`src/rtl/serial_tx.sv`:
```
// Strobe-paced serial transmitter: start bit, LSB-first payload, optional parity, stop bit(s).
// Define SERIAL_TX_PARITY_EN to insert an even-parity bit between payload and stop.
module serial_tx #(
  parameter int DATA_BITS = 8,
  parameter int STOP_BITS = 1
) (
  input  logic                 clk,
  input  logic                 n_rst,
  input  logic                 bit_strobe,
  input  logic [DATA_BITS-1:0] tx_data,
  input  logic                 tx_valid,
  output logic                 tx_ready,
  output logic                 serial_out,
  output logic                 tx_busy,
  output logic                 tx_done
);

  localparam int CNT_W = $clog2(DATA_BITS + 1);

  localparam logic [2:0] ST_IDLE   = 3'd0;
  localparam logic [2:0] ST_ARMED  = 3'd1;
  localparam logic [2:0] ST_START  = 3'd2;
  localparam logic [2:0] ST_DATA   = 3'd3;
`ifdef SERIAL_TX_PARITY_EN
  localparam logic [2:0] ST_PARITY = 3'd4;
`endif
  localparam logic [2:0] ST_STOP   = 3'd5;

  localparam logic [CNT_W-1:0] DATA_LAST = CNT_W'(DATA_BITS);
  localparam logic [CNT_W-1:0] STOP_LAST = CNT_W'(STOP_BITS);
  localparam logic [CNT_W-1:0] CNT_ONE   = CNT_W'(1);

  logic [2:0]           state;
  logic [DATA_BITS-1:0] shift;
  logic [CNT_W-1:0]     cnt;
`ifdef SERIAL_TX_PARITY_EN
  logic                 parity;
`endif

  assign tx_ready = (state == ST_IDLE);
  assign tx_busy  = (state != ST_IDLE);

  // cnt counts payload bits in DATA and elapsed stop periods in STOP
  always_ff @(posedge clk or negedge n_rst) begin
    if (!n_rst) begin
      state      <= ST_IDLE;
      shift      <= '0;
      cnt        <= '0;
      serial_out <= 1'b1;
      tx_done    <= 1'b0;
`ifdef SERIAL_TX_PARITY_EN
      parity     <= 1'b0;
`endif
    end else begin
      tx_done <= 1'b0;
      case (state)
        ST_IDLE: begin
          if (tx_valid) begin
            shift <= tx_data;
`ifdef SERIAL_TX_PARITY_EN
            parity <= ^tx_data;
`endif
            state <= ST_ARMED;
          end
        end
        ST_ARMED: begin
          if (bit_strobe) begin
            serial_out <= 1'b0;
            state      <= ST_START;
          end
        end
        ST_START: begin
          if (bit_strobe) begin
            serial_out <= shift[0];
            shift      <= {1'b0, shift[DATA_BITS-1:1]};
            cnt        <= CNT_ONE;
            state      <= ST_DATA;
          end
        end
        ST_DATA: begin
          if (bit_strobe) begin
            if (cnt == DATA_LAST) begin
`ifdef SERIAL_TX_PARITY_EN
              serial_out <= parity;
              state      <= ST_PARITY;
`else
              serial_out <= 1'b1;
              cnt        <= CNT_ONE;
              state      <= ST_STOP;
`endif
            end else begin
              serial_out <= shift[0];
              shift      <= {1'b0, shift[DATA_BITS-1:1]};
              cnt        <= cnt + CNT_ONE;
            end
          end
        end
`ifdef SERIAL_TX_PARITY_EN
        ST_PARITY: begin
          if (bit_strobe) begin
            serial_out <= 1'b1;
            cnt        <= CNT_ONE;
            state      <= ST_STOP;
          end
        end
`endif
        ST_STOP: begin
          if (bit_strobe) begin
            if (cnt == STOP_LAST) begin
              cnt     <= '0;
              tx_done <= 1'b1;
              state   <= ST_IDLE;
            end else begin
              cnt <= cnt + CNT_ONE;
            end
          end
        end
        default: state <= ST_IDLE;
      endcase
    end
  end

endmodule
```
`config.mk`:
```
export PLATFORM = sky130hd
export DESIGN_NAME = serial_tx
export DESIGN_NICKNAME = d
export VERILOG_FILES = /design/src/rtl/serial_tx.sv
export SDC_FILE = /design/constraint.sdc
export NUM_CORES = 1
export LEC_CHECK = 0
export CORE_MARGIN = 3
export CORE_UTILIZATION = 35
export DETAILED_ROUTE_END_ITERATION = 8
export PLACE_DENSITY = 0.65
export SLEW_MARGIN = 20
export SYNTH_ARGS = -nofsm -noshare
export SYNTH_HDL_FRONTEND = slang
export SYNTH_SLANG_ARGS = --single-unit
```
`constraint.sdc`:
```
create_clock -name clk -period 4.3 [get_ports clk]
set_input_delay 1.29 -clock clk [delete_from_list [all_inputs] [get_ports clk]]
set_output_delay 1.29 -clock clk [all_outputs]
set_load 0.01 [all_outputs]
```
==> impl_metrics.csv, run 1 <==
group,metric,value,unit
status,status,"finished clean",
setup_path,critical_path_class,"reg2out",
placement,dp_cells,151,
logic_synthesis,synth_seq_cells,17,
logic_synthesis,synth_area_leaders,"dfrtp_1 41%, nand2_1 8.1%, a31oi_1 3.9%",
logic_synthesis,ys_types,34,
clocking,cts_tree,"done",
placement,dp_hpwl,1479,µm
routing,drt_iter0_drc,40,
setup_path,critPathBufInv,2,
clocking,htree_levels,1,
routing,dr.pass1.iters,4,
setup_path,worst_r2r_path_depth,6,
routing,vias,813,
setup_path,crit_family,"buffers and inverters",
placement,place.gp.congestion,0.7349,
power_and_ir_drop,power_density,595.8,nW/µm²
min_path,holdPathStages,2,
sta,layout_min_cycle_time,3104,ps
final_layout,drive_above_1_share,6.400,%
sta,hold_viol,0,
final_layout,antennaDiodeCount,0,
setup_path,cp-end-kind,"output pin",
logic_synthesis,synth.largest_area_cell,"dfrtp_1",
grt,grt_pass1_vias,787,
routing,drt-total-wl,1980,µm
final_layout,fin_nets,141,
clocking,holdBufCountCts,0,
logic_synthesis,synth_seq_area_share,43.77,%
setup_path,arrival,1810,ps
setup_path,cp.depth,3,
clocking,clock_sinks,17,
clocking,cts-buffers-inserted,3,
placement,io_buffer_count,15,
floorplanning,dieHeight,58.77,µm
sta,rsz0062_at_grt,"false",
setup_path,critical_path_required,3010,ps
setup_path,crit_fanout,11,
setup_path,crit_path_start_kind,"flip-flop",
clocking,post-cts-setup-buffers,0,
setup_path,r2r_slack,2380,ps
final_layout,nFillCells,277,
floorplanning,die_w,58.77,µm
power_and_ir_drop,peakVddDrop,0.0003194,V
floorplanning,dieArea,3454,µm²
logic_synthesis,synth_nets,127,
clocking,cts_root_buf,"clkbuf_4",
routing,final_antenna_net_count,0,
final_layout,utilization,45.03,%
floorplanning,io_pins,16,
setup_path,cp_cell_sequence,"or3_1, inv_1, clkdlybuf4s50_1",
setup_path,cpMaxStageDelayCell,"dfrtp_1",
floorplanning,rows,18,
clocking,cts.repair.resized,0,
final_layout,stdcell_count,155,
grt,antenna_found_initial,0,
sta,fin_crit_sh,72.19,%
logic_synthesis,avgSynthCellArea,8.703,µm²
final_layout,area_growth,18.61,%
grt,gr-total-overflow,0,
floorplanning,core_area,2567,µm²
grt,grt_max_degree,18,
sta,fin_worst_skew,2.668,ps
power_and_ir_drop,power_leakage,0.5044,nW
sta,max_freq,322.1,MHz
routing,wl_per_cell,12.77,µm
clocking,clock_path_buffers,2,
grt,grt_pass1_wl,3401,µm
clocking,clock_latency,290,ps
flow_run,cap_violations,0,
floorplanning,initial_utilization,37.96,%
setup_path,cp_slowest_stage_delay,520,ps
logic_synthesis,synthesis.instances,112,
clocking,path_clk_slew,100,ps
logic_synthesis,yosys.area.top_type_share,41.08,%
sta,timing.max_slew.rel_slack,48.57,%
sta,finalMaxSlewViolations,0,
min_path,min_path_type,"reg2reg",
grt,track_usage,12.67,%
logic_synthesis,ys_warn_count,0,
routing,drcViolationCount,0,
sta,worst_pin_slew,769.0,ps
routing,avgViaCountPerCell,5.245,
sta,setup_tns,0,ps
sta,setup_violations,0,
logic_synthesis,synth.cell_area,974.7,µm²
## stage by stage
stage / hold WS [ps] / instance area, µm² / worst slack (ps) / total power [mW]
global placement: 471.0 / 1130 / 1282 / 0.5944
global route: 509.1 / 1156 / 1094 / 0.7527
detailed placement: 470.9 / 1130 / 1230 / 0.6080
CTS: 485.5 / 1156 / 1185 / 0.6946
floorplan: 480.9 / 974.7 / 1888 / 0.5365
finish: 480.4 / 1156 / 1196 / 0.6888
## cell type report
type / instances / area (µm²) / area share [%]
Sequential cell: 17 / 426.7 / 36.90
Multi-Input combinational cell: 83 / 493.0 / 42.64
Clock buffer: 4 / 26.28 / 2.273
Inverter: 6 / 22.52 / 1.948
Timing Repair Buffer: 15 / 150.1 / 12.99
Tap cell: 30 / 37.54 / 3.247
## synth_stat cells
cell	number
nand2_1	21
dfrtp_1	16
nor2_1	9
a31oi_1	6
inv_1	6
o21ai_1	6
a21oi_1	4
clkbuf_1	3
ha_1	3
nand3_1	3
nor3_1	3
a21o_1	2
a22oi_1	2
and2_1	2
and3b_1	2
buf_2	2
nand2b_1	2
nor2b_1	2
o21ai_0	2
o22ai_1	2
a211oi_1	1
a221oi_4	1
a31o_1	1
a31oi_2	1
a32oi_1	1
buf_6	1
dfstp_2	1
nand3b_1	1
nor2_2	1
o31ai_1	1
or2_1	1
or3_1	1
or3b_1	1
or3b_4	1
## placed cells by master (no fill, tap or decap), types with 4 or more instances in the layout
master / synthesis / layout
dfrtp_1: 16 / 16
a31oi_1: 6 / 6
a21oi_1: 4 / 4
clkdlybuf4s50_1: 0 / 15
inv_1: 6 / 6
nor2_1: 9 / 9
o21ai_1: 6 / 6
nand2_1: 21 / 21
## where the power goes
group,switching (mW),internal (mW)
clock network,0.0508,0.0360
registers,0.0675,0.229
logic,0.167,0.139
## path summary, 6_finish.rpt
| path | end | start |
|---|---|---|
| max | tx_ready | state[2] |
| min in group asynchronous | shift[0] | n_rst |
| max reg2reg | shift[7] | cnt[0] |
| min | serial_out | serial_out |
| max in group asynchronous | cnt[1] | n_rst |
| min reg2reg | serial_out | serial_out |
## tightest hold or removal path, stage by stage, from the launching register on
cell	delay [ps]
dfstp_2	380
o31ai_1	50
o21ai_1	60
## flip-flops by register name (all words and copies together), names as in the netlist
signal,count
tx_done,1
cnt,4
state,3
shift,8
serial_out,1
## per-layer routing
metal / share of wire [%] / vias to the layer above / GRT usage [%]
met2: 49 / 14 / 21.14
met3: 2.8 / 2 / 1.974
li1: - / 414 / -
met1: 47 / 383 / 15.57
met5: 0 / - / 0
met4: 1.1 / 0 / 6.796
## logic make-up after synthesis
family                   synth area share (%)
AO/OA/AOI/OAI                           21.70
adder cells (fa/ha/maj)                 3.852
AND/OR/NAND/NOR                         25.03
flip-flops                              43.77
buffers and inverters                   5.648
(Power assumes the default switching activity.)
==> run 2, diff against run 1 <==
==> constraint.sdc (replaced) <==
create_clock -name clk -period 3.25 [get_ports clk]
set_input_delay 0.975 -clock clk [delete_from_list [all_inputs] [get_ports clk]]
set_output_delay 0.975 -clock clk [all_outputs]
set_load 0.01 [all_outputs]
==> impl_metrics.csv, run 2 (synthesis gave the netlist of run 1 again) <==
group,metric,value,unit
sta,setup_tns,0,ps
sta,layout_min_cycle_time,2779,ps
sta,whs,482.7,ps
clocking,path_clk_slew,100,ps
final_layout,drive_above_1_share,6.400,%
final_layout,final_cell_mix,"21 x nand2_1, 16 x dfrtp_1, 15 x clkdlybuf4s50_1",
power_and_ir_drop,power,907.2,µW
setup_path,crit_path_start_kind,"flip-flop",
floorplanning,dieArea,3454,µm²
floorplanning,initial_utilization,37.96,%
routing,vias,815,
grt,use_met3,1.974,%
clocking,htree_levels,1,
clocking,post-cts-setup-buffers,0,
clocking,clock_sinks,17,
sta,worst_pin_slew,777.5,ps
grt,grt-busiest-layer,"met2",
status,status,"finished clean",
grt,antenna_found_initial,0,
final_layout,antennaDiodeCount,0,
floorplanning,core_area,2567,µm²
sta,fin_crit_sh,85.50,%
floorplanning,die_w,58.77,µm
sta,fin_worst_skew,1.006,ps
final_layout,fin_nets,141,
final_layout,area_growth,18.61,%
sta,setup_violations,0,
sta,max_freq,359.9,MHz
power_and_ir_drop,power_density,784.7,nW/µm²
min_path,hold_start,"serial_out",
final_layout,regMostFlops,"shift",
sta,finalMaxSlewViolations,0,
clocking,clock_path_buffers,2,
placement,dp_cells,151,
power_and_ir_drop,power_leakage,0.5044,nW
final_layout,final_common_cell,"nand2_1",
routing,drcViolationCount,0,
placement,place.gp.congestion,0.7349,
clocking,cts_root_buf,"clkbuf_4",
setup_path,critical_path_required,2270,ps
routing,drt-total-wl,1925,µm
grt,grtUsageMet2,21.14,%
grt,use_met1,15.14,%
routing,wl_per_cell,12.42,µm
grt,track_usage,12.26,%
grt,grt_pass1_wl,3312,µm
final_layout,stdcell_count,155,
routing,final_antenna_net_count,0,
final_layout,largest_registers,"shift x8, cnt x4, state x3",
setup_path,startpoint,"state[2]",
placement,dp_hpwl,1468,µm
floorplanning,dieHeight,58.77,µm
sta,hold_viol,0,
sta,timing.max_slew.rel_slack,48.01,%
floorplanning,rows,18,
clocking,cts-buffers-inserted,3,
grt,grt_pass1_vias,779,
setup_path,rr_startpoint,"cnt[0]",
clocking,cts.repair.resized,0,
routing,dr.pass1.iters,4,
grt,gr-total-overflow,0,
clocking,cts_tree,"done",
setup_path,crit_fanout,11,
clocking,holdBufCountCts,0,
setup_path,arrival,1800,ps
final_layout,largest_reg_flops,8,
routing,avgViaCountPerCell,5.258,
routing,drt_iter0_drc,49,
grt,grt_max_degree,18,
final_layout,utilization,45.03,%
flow_run,cap_violations,0,
placement,io_buffer_count,15,
setup_path,cp-end-kind,"output pin",
clocking,clock_latency,280,ps
power_and_ir_drop,peakVddDrop,0.0004283,V
min_path,min_path_type,"reg2reg",
setup_path,critical_path_class,"reg2out",
floorplanning,io_pins,16,
sta,rsz0062_at_grt,"false",
-- run 2: cell counts in the layout (fill, tap and decap cells not counted) --
Identical to the previous run, type by type.
-- run 2: metrics by stage --
| stage | cell area (µm²) | worst slack (ps) |
|---|---|---|
| after floorplan | 974.7 | 1153 |
| after global placement | 1130 | 546.9 |
| after detailed placement | 1130 | 491.7 |
| after CTS | 1156 | 456.7 |
| after global routing | 1156 | 366.7 |
| final | 1156 | 471.1 |
-- run 2: path summary, 6_finish.rpt --
path                                   end  slack [ps]  depth (start not counted)
worst min register to register  serial_out         480                          2
min in group asynchronous         state[1]        1140                          1
worst max register to register    shift[7]        1320                          6
max in group asynchronous           cnt[1]        1630                          1
worst min-delay path            serial_out         480                          2
worst max-delay path              tx_ready         470                          3
-- run 2: cell type report --
class	instances	area, µm²
repair buffers	15	150.1
well taps	30	37.54
multi-input cells	83	493.0
fillers	274	1411
flip-flops and latches	17	426.7
clock buffers	4	26.28
inverters	6	22.52
-- run 2: worst max-delay path, cell delays in order, from the launching register on --
cell and delay [ps]:
dfrtp_1 520, or3_1 430, inv_1 60, clkdlybuf4s50_1 520
-- run 2: where the power goes --
group | internal, mW | switching (mW) | leakage [nW]
logic | 0.184 | 0.219 | 0.290
clock network | 0.0476 | 0.0654 | 0.0150
registers | 0.303 | 0.0888 | 0.199
total | 0.534 | 0.373 | 0.504
-- run 2: layer usage --
metal / part of all wire, % / vias up
li1: - / 416
met1: 44 / 385
met2: 52 / 12
met3: 2.3 / 2
met4: 1.2 / 0
met5: 0 / -
==> run 3, diff against run 2 <==
--- a/config.mk
+++ b/config.mk
@@ -13,3 +13,4 @@
 export SYNTH_ARGS = -nofsm -noshare
 export SYNTH_HDL_FRONTEND = slang
 export SYNTH_SLANG_ARGS = --single-unit
+export TNS_END_PERCENT = 50
==> results of run 3 <==
The final DEF is identical to that of run 2; final timing and power are the same.
